==> src/rtl/alu_bist.sv <==
// Built-in self test for a 32-bit, 8-operation ALU.
// An LFSR generates the operands, the opcode cycles through all eight operations,
// and each ALU response is compared against an internal golden model.
// Each vector takes two cycles: DRIVE registers the operands, and CHECK compares
// the returned result after one full cycle of combinational settle time.
// Handshake: START is a level sampled on the rising edge in IDLE or FIN only.
// While BUSY is high, START is ignored. When DONE is high, PASS, ERR_CNT and
// FAIL_* are valid, and they hold until the next START or reset.
module alu_bist #(
    parameter int          N_VEC = 64,
    parameter logic [31:0] SEED  = 32'hACE1_2024
) (
    input  logic        CLK,
    input  logic        RST_N,
    input  logic        START,
    input  logic [31:0] ALU_RSLT,
    input  logic        ALU_ZR,
    output logic [31:0] ALU_A,
    output logic [31:0] ALU_B,
    output logic [2:0]  ALU_OPC,
    output logic        BUSY,
    output logic        DONE,
    output logic        PASS,
    output logic [7:0]  ERR_CNT,
    output logic        FAIL_VLD,
    output logic [7:0]  FAIL_IDX,
    output logic [1:0]  STATE_DBG
);

    typedef enum logic [1:0] {IDLE = 2'd0, DRIVE = 2'd1, CHECK = 2'd2, FIN = 2'd3} state_t;

    // Galois taps for x^32 + x^22 + x^2 + x + 1, right-shifting form
    localparam logic [31:0] LFSR_MASK = 32'h8020_0003;
    localparam logic [7:0]  LAST_IDX  = 8'(N_VEC - 1);

    state_t      state_q, state_d;
    logic [31:0] lfsr_q, lfsr_d;
    logic [7:0]  idx_q, idx_d;
    logic [31:0] alu_a_q, alu_a_d;
    logic [31:0] alu_b_q, alu_b_d;
    logic [2:0]  alu_opc_q, alu_opc_d;
    logic        busy_q, busy_d;
    logic        done_q, done_d;
    logic        pass_q, pass_d;
    logic [7:0]  err_cnt_q, err_cnt_d;
    logic        fail_vld_q, fail_vld_d;
    logic [7:0]  fail_idx_q, fail_idx_d;

    logic [31:0] gold_rslt;
    logic        gold_zr;
    logic        mismatch;
    logic [31:0] lfsr_next;
    logic [7:0]  idx_next;

    // Golden model of the ALU, evaluated on the registered operands
    always_comb begin
        gold_rslt = 32'd0;
        case (alu_opc_q)
            3'b000:  gold_rslt = alu_a_q + alu_b_q;
            3'b001:  gold_rslt = alu_a_q - alu_b_q;
            3'b010:  gold_rslt = alu_a_q & alu_b_q;
            3'b011:  gold_rslt = alu_a_q | alu_b_q;
            3'b100:  gold_rslt = alu_a_q ^ alu_b_q;
            3'b101:  gold_rslt = {31'd0, ($signed(alu_a_q) < $signed(alu_b_q))};
            3'b110:  gold_rslt = alu_a_q << alu_b_q[4:0];
            default: gold_rslt = alu_a_q >> alu_b_q[4:0];
        endcase
        gold_zr  = (gold_rslt == 32'd0);
        mismatch = (ALU_RSLT != gold_rslt) || (ALU_ZR != gold_zr);
    end

    // One LFSR step and the incremented index, used when moving to the next vector
    always_comb begin
        lfsr_next = {1'b0, lfsr_q[31:1]} ^ (lfsr_q[0] ? LFSR_MASK : 32'd0);
        idx_next  = idx_q + 8'd1;
    end

    // Next-state and registered-output logic
    always_comb begin
        state_d    = state_q;
        lfsr_d     = lfsr_q;
        idx_d      = idx_q;
        alu_a_d    = alu_a_q;
        alu_b_d    = alu_b_q;
        alu_opc_d  = alu_opc_q;
        busy_d     = busy_q;
        done_d     = done_q;
        pass_d     = pass_q;
        err_cnt_d  = err_cnt_q;
        fail_vld_d = fail_vld_q;
        fail_idx_d = fail_idx_q;
        case (state_q)
            IDLE, FIN: begin
                if (START) begin
                    state_d    = DRIVE;
                    lfsr_d     = SEED;
                    idx_d      = 8'd0;
                    alu_a_d    = SEED;
                    alu_b_d    = {SEED[15:0], SEED[31:16]};
                    alu_opc_d  = 3'd0;
                    busy_d     = 1'b1;
                    done_d     = 1'b0;
                    pass_d     = 1'b0;
                    err_cnt_d  = 8'd0;
                    fail_vld_d = 1'b0;
                    fail_idx_d = 8'd0;
                end
            end
            DRIVE: begin
                // Operands stay put so the ALU has a full cycle to settle
                state_d = CHECK;
            end
            CHECK: begin
                if (mismatch) begin
                    if (err_cnt_q != 8'hFF) err_cnt_d = err_cnt_q + 8'd1;
                    if (!fail_vld_q) begin
                        fail_vld_d = 1'b1;
                        fail_idx_d = idx_q;
                    end
                end
                if (idx_q == LAST_IDX) begin
                    state_d = FIN;
                    busy_d  = 1'b0;
                    done_d  = 1'b1;
                    pass_d  = (err_cnt_d == 8'd0);
                end else begin
                    state_d   = DRIVE;
                    idx_d     = idx_next;
                    lfsr_d    = lfsr_next;
                    alu_a_d   = lfsr_next;
                    alu_b_d   = {lfsr_next[15:0], lfsr_next[31:16]};
                    alu_opc_d = idx_next[2:0];
                end
            end
            default: state_d = IDLE;
        endcase
    end

    // State register; an asynchronous reset aborts any run in progress
    always_ff @(posedge CLK or negedge RST_N) begin
        if (!RST_N) begin
            state_q    <= IDLE;
            lfsr_q     <= SEED;
            idx_q      <= 8'd0;
            alu_a_q    <= 32'd0;
            alu_b_q    <= 32'd0;
            alu_opc_q  <= 3'd0;
            busy_q     <= 1'b0;
            done_q     <= 1'b0;
            pass_q     <= 1'b0;
            err_cnt_q  <= 8'd0;
            fail_vld_q <= 1'b0;
            fail_idx_q <= 8'd0;
        end else begin
            state_q    <= state_d;
            lfsr_q     <= lfsr_d;
            idx_q      <= idx_d;
            alu_a_q    <= alu_a_d;
            alu_b_q    <= alu_b_d;
            alu_opc_q  <= alu_opc_d;
            busy_q     <= busy_d;
            done_q     <= done_d;
            pass_q     <= pass_d;
            err_cnt_q  <= err_cnt_d;
            fail_vld_q <= fail_vld_d;
            fail_idx_q <= fail_idx_d;
        end
    end

    assign ALU_A     = alu_a_q;
    assign ALU_B     = alu_b_q;
    assign ALU_OPC   = alu_opc_q;
    assign BUSY      = busy_q;
    assign DONE      = done_q;
    assign PASS      = pass_q;
    assign ERR_CNT   = err_cnt_q;
    assign FAIL_VLD  = fail_vld_q;
    assign FAIL_IDX  = fail_idx_q;
    assign STATE_DBG = state_q;

endmodule
==> config.mk <==
export PLATFORM = sky130hd
export DESIGN_NAME = alu_bist
export DESIGN_NICKNAME = d
export VERILOG_FILES = /design/src/rtl/alu_bist.sv
export SDC_FILE = /design/constraint.sdc
export NUM_CORES = 1
export LEC_CHECK = 0
export ABC_AREA = 1
export BUFFER_PORTS_ARGS = -buffer_cell sky130_fd_sc_hd__buf_4
export CORE_MARGIN = 4
export CORE_UTILIZATION = 40
export DETAILED_ROUTE_END_ITERATION = 10
export PLACE_DENSITY = 0.69
export SYNTH_ARGS = -nofsm -noshare
export SYNTH_HDL_FRONTEND = slang
export SYNTH_SLANG_ARGS = --single-unit
==> constraint.sdc <==
create_clock -name CLK -period 4.5 [get_ports CLK]
set_input_delay 0.9 -clock CLK [delete_from_list [all_inputs] [get_ports CLK]]
set_output_delay 0.9 -clock CLK [all_outputs]
set_load 0.05 [all_outputs]
# Word level (Yosys, flattened, before mapping)
# Index checks and enable logic that the tools add are counted.
[classes] multipliers=0 n_eq_ne=18 order_cmp=1 shifts=2 addsub=4 bitwise=4 n_mux=34 div=0 n_reduce_logical=12
[op_table] cell="$pmux 32 s7" n=1
[op_table] cell="$mux 32" n=5
[op_table] cell="$pmux 32 s2" n=2
[op_table] cell="$mux 8" n=7
[op_table] cell="$pmux 8 s2" n=3
[op_table] cell="$add 32x32->32" n=1
[op_table] cell="$and 32x32->32" n=1
[op_table] cell="$logic_not 32->1" n=1
[op_table] cell="$lt 32x32->1" n=1
[op_table] cell="$ne 32x32->1" n=1
[op_table] cell="$or 32x32->32" n=1
[op_table] cell="$shl 32x5->32" n=1
[op_table] cell="$shr 32x5->32" n=1
[op_table] cell="$sub 32x32->32" n=1
[op_table] cell="$xor 31x32->32" n=1
[op_table] cell="$xor 32x32->32" n=1
[op_table] cell="$add 8x1->8 const B" n=2
[op_table] cell="$ne 2x2->1 const B" n=5
[op_table] cell="$eq 3x3->1 const B" n=3
[op_table] cell="$reduce_and 3->1" n=3
[op_table] cell="$eq 8x6->1 const B" n=1
[op_table] cell="$logic_not 8->1" n=1
[op_table] cell="$ne 8x8->1 const B" n=1
[op_table] cell="$pmux 1 s2" n=4
[op_table] cell="other kinds (17)" n=26
[totals] memories=0 latch_bits=0 mem_bits_rw=0 mem_bits_ro=0 in_bits=36 out_inout_bits=89 elab_cells=87 regBits=129

# Depth between registers and ports, before layout
[depth] word_depth=10 mapped_depth=35 depth_no_buf=31

# Worst setup path after synthesis
# Ideal clock, no wire load.
[synth_timing] path_type="flip-flop to flip-flop" start="register alu_a_q[16], in the netlist ALU_A[16]" end="register fail_idx_q[6], in the netlist FAIL_IDX[6]" t_arrival_ns=3.592 path_slack_ns=0.834 stages_incl_launch_ff=29 n_path_buf=5 setup_ns=0.074 synth_period_minus_slack_ns=3.666 required_ns=4.426 path_cell_list="dfrtp_1 > buf_6 > inv_6 > buf_6 > ha_1 > buf_2 > nor2_2 > nand2_1 > nor2_2 > nand2_2 > clkinv_2 > buf_6 > nand2_1 > nand3_1 > nand2_1 > nand3_1 > nand3_1 > nor2_1 > nand2_1 > nor2_1 > nand3_1 > nand2_2 > nand2_4 > nand2_4 > nand2_2 > o21ai_4 > buf_6 > nand3_2 > o21ai_2"
[synth_via] elab_chain_cells=7 elab_cells_between_ends=15 classes_between="add/sub: 2; order compare: 1; eq/ne: 3; shift: 2; mux: 1; bitwise: 3; reduce/logical: 3"
[synth_rtl] element="start, declared" line_no="39" source="logic [31:0] alu_a_q, alu_a_d;"
[synth_rtl] element="start signal, assigned" line_no="158" source="alu_a_q <= alu_a_d;"
[synth_rtl] element="$sub 32x32->32 (tied with other cells)" line_no="60" source="3'b001: gold_rslt = alu_a_q - alu_b_q;"
[synth_rtl] element="$pmux 32 s7 *" line_no="58" source="case (alu_opc_q)"
[synth_rtl] element="$logic_not 32->1" line_no="68" source="gold_zr = (gold_rslt == 32'd0);"
[synth_rtl] element="$ne 1x1->1" line_no="69" source="mismatch = (ALU_RSLT != gold_rslt) || (ALU_ZR != gold_zr);"
[synth_rtl] element="$logic_or 1x1->1 *" line_no="69"
[synth_rtl] element="$ne 2x2->1 (no source line) *"
[synth_rtl] element="$reduce_and 4->1 (no source line) *"
[synth_rtl] element="end signal, assigned" line_no="166" source="fail_idx_q <= fail_idx_d;"
[synth_rtl] element="end, declared" line_no="47" source="logic [7:0] fail_idx_q, fail_idx_d;"
# Every way passes the cells marked *; elsewhere a longest branch is shown, timed or not.
# A chain may end at the register's enable or synchronous reset.

# Worst setup path after layout
[layout_timing] start="register alu_a_q[22], in the netlist ALU_A[22]" end="register fail_idx_q[1], in the netlist FAIL_IDX[1]"
# Same word-level chain as after synthesis.

==> impl_metrics.csv <==
group,metric,value,unit
pwr,power.leakage,8.03,nW
yosys,ys_top_cells_by_area,"nand2_1 21%, nand3_1 18%, dfrtp_1 12%",
layout,final_nets,2593,
yosys,syn-cell-area,0.0131,mm^2
clock_tree,cts_buffers,9,
yosys,synthAdderAreaFrac,7.49,%
placement,place.gp.congestion,1.07,
layout,area_growth,14.1,%
yosys,synth_compound_area_share,9.53,%
yosys,largest_family_of_logic_cells_by_synthesized_area,"simple AND/OR/NAND/NOR gates",
timing,tns,0,ns
clock_tree,cts_num_sinks,73,
floorplanning,fp.coreArea,0.0319,mm^2
floorplanning,die-width,189,um
routing,route.detailed.wl_per_inst,21.8,um
timing,share_of_the_clock_period_used_by_the_worst_path,93.9,%
setup_path,critPathMaxFanout,16,
global_route,antenna_found_initial,0,
pwr,powerDensity,779,mW/mm^2
layout,number_of_antenna_cells_inserted,0,
yosys,async_flop_share,100,%
timing,final.min_clock_period,4.23,ns
floorplanning,top_ports,125,
timing,report.final.hold_viol_count,0,
global_route,grt_start_max_net_pins,74,
yosys,synth-simple-area-share,51.5,%
routing,route.final.wire_length,63800,um
yosys,synth.net_count,2475,
setup_path,criticalPathCategory,"reg -> reg",
layout,layout.cells.most_common_list,"727 x nand2_1, 477 x nand3_1, 308 x inv_1",
flow_run,max_cap_viol_count,0,
setup_path,worst-endpoint-required,4.77,ns
yosys,synthXorXnorAreaFrac,0.402,%
layout,ratio_of_cells_with_drive_above_1_in_the_final_layout,14.9,%
floorplanning,start_util,41.0,%
yosys,number_of_synthesized_register_bits,73,
clock_tree,clock_latency_late_sink,0.35,ns
yosys,post_synth_mux_area_share,0,%
floorplanning,fp-row-count,65,
clock_tree,tritoncts,"built",
timing,timing_worst_slew_pin_value,0.985,ns
timing,worst_slew_margin_rel,34.3,%
routing,drt_first_pass_iters,6,
clock_tree,clockBufferDepth,2,
setup_path,worst_r2r_startpoint,"ALU_A[22]",
layout,finalNonFillerCells,2920,
timing,hold_slack,0.470,ns
outcome,status,"finished clean",
clock_tree,clk_root_buf,"clkbuf_16",
pwr,irDropWorstVdd,0.000698,V
timing,fmax,237,MHz
timing,finalSetupViolCount,0,
floorplanning,die_height,189,um
routing,first_iter_violations,2051,
yosys,synth_top_area_share,20.9,%
setup_path,arrival,4.50,ns
routing,route.antenna.remaining_nets,0,
setup_path,crit_start,"ALU_A[22]",
global_route,vias_in_the_first_global_route,15500,
layout,most_frequent_standard_cell_in_the_layout_excluding_fill_and_tap_cells,"nand2_1",
routing,drt_drc_violations_left,0,
worst_hold_path,type_of_the_tightest_min_delay_check,"reg -> reg",
yosys,seq_area_frac_synth,14.1,%
yosys,yosys.area.top_type,"nand2_1",
clock_tree,postCtsSetupBuffers,0,
yosys,ys.warnings.count,0,
timing,fin_worst_skew,0.0120,ns
worst_hold_path,timing.hold.worst.start,"lfsr_q[5]",
floorplanning,fp.dieArea,0.0356,mm^2
placement,place.detailed.instances,2904,
clock_tree,clkSlewWorstSetupHoldPaths,0.07,ns
yosys,ys_types,53,
setup_path,setup.worst_path.end_class,"flop",
routing,avgViaCountPerCell,5.68,
setup_path,start_kind,"flop",
timing,maxSlewViolCount,0,
placement,place.port_buffers,124,
timing,rsz_0062_raised_after_global_routing,"false",
global_route,grt_first_pass_wirelength,95100,um
global_route,global_route.overflow_total,0,
pwr,p_total,11.6,mW
routing,vias,16600,
yosys,synthesis.instances,2362,
yosys,postSynthAreaPerCell,5.53,um^2
yosys,postSynth.topFlopCell,"dfrtp_1",
yosys,number_of_synthesized_flops_with_an_enable_pin,0,
placement,detailed_place_hpwl,52100,um
clock_tree,htreeDepth,3,
global_route,global_route.usage.total,34.7,%
-- kinds of logic after synthesis --
kind of cell	Yosys count
buf+inv	469
compound gates	223
fa+ha+maj	77
flops	73
xor+xnor	6
simple gates	1514
-- cells in the mapped netlist, types with 8 or more instances --
library cell,count
nand3_1,477
a21oi_1,67
nor3_1,11
buf_2,31
nor2_1,176
buf_6,17
o22ai_1,20
dfrtp_1,62
o21ai_1,13
nand4_1,48
dfstp_2,11
buf_1,8
ha_1,75
buf_4,75
nand2_1,727
nand2_2,15
o21bai_1,10
inv_2,8
inv_1,308
nor2_4,10
o21ai_0,88
nor2_2,15
nand3_2,10
clkbuf_1,16
-- state kept, by name, summed over array words and instances, names as in the netlist, 2 cells and up --
| register | count |
|---|---|
| ALU_A | 10 |
| ERR_CNT | 8 |
| FAIL_IDX | 8 |
| STATE_DBG | 2 |
| idx_q | 8 |
| lfsr_q | 32 |
-- layout make-up --
type                       count  area (um^2)
clock buffer                   9          225
clock inverter                 7         83.8
timing repair buffer         254         1970
multi-input combinational   1820         9020
inverter                     322         1220
sequential                    73         1850
tap                          435          544
fill                        3552        17000
-- power breakdown --
group,switching (mW),internal [mW],leakage [nW]
logic,6.97,2.85,6.95
registers,0.154,0.878,0.928
clock network,0.330,0.442,0.149
total,7.45,4.17,8.03
-- critical path: stages (launching register included) --
cell	delay, ns
dfrtp_2	0.56
inv_1	0.14
ha_1	0.33
buf_4	0.21
inv_1	0.16
nand2_1	0.09
nand2_1	0.12
inv_1	0.08
nand2_1	0.09
nand2_1	0.09
nand3_1	0.10
o21ai_1	0.46
nand3_1	0.18
inv_1	0.09
nand2_1	0.05
nor2_1	0.08
nand2_1	0.05
nor2_1	0.21
nand3_1	0.12
nand2_2	0.10
nand2_4	0.09
nand2_4	0.15
nand2_2	0.09
o21ai_4	0.15
buf_12	0.16
nand3_1	0.08
o21ai_1	0.10
-- metal layers --
metal | vias to the layer above | part of all wire (%) | track usage, % | wire length (um)
met2 | 983 | 43 | 53.7 | 27400
met4 | 0 | 6.8 | 18.8 | 4340
met3 | 166 | 8.9 | 3.98 | 5680
met1 | 7632 | 41 | 47.2 | 26300
met5 | - | 0 | 0 | 0
li1 | 7792 | - | - | -
-- metrics by stage --
stage	utilization [%]	worst slack, ns	cell area (um^2)
after CTS	46.7	0.0354	14900
after detailed placement	45.8	0.0502	14600
final	46.8	0.273	14900
after floorplan	-	0.834	13100
after global routing	46.8	0.0162	14900
after global placement	45.8	0.134	14600
-- final timing paths --
kind / to / cells after the start / slack (ns)
max reg2reg: FAIL_IDX[1] / 26 / 0.27
max in group asynchronous: lfsr_q[18] / 1 / 3.08
min reg2reg: lfsr_q[5] / 2 / 0.47
min: lfsr_q[5] / 2 / 0.47
max: FAIL_IDX[1] / 26 / 0.27
min in group asynchronous: FAIL_IDX[2] / 1 / 0.71
-- what timing repair did --
action / CTS / global route
resized for setup: 0 / 7
endpoints found under the setup margin: 0 / 18
endpoints found under the hold margin: 0 / 0
hold buffers: 0 / 0
(Power assumes the default switching activity.)
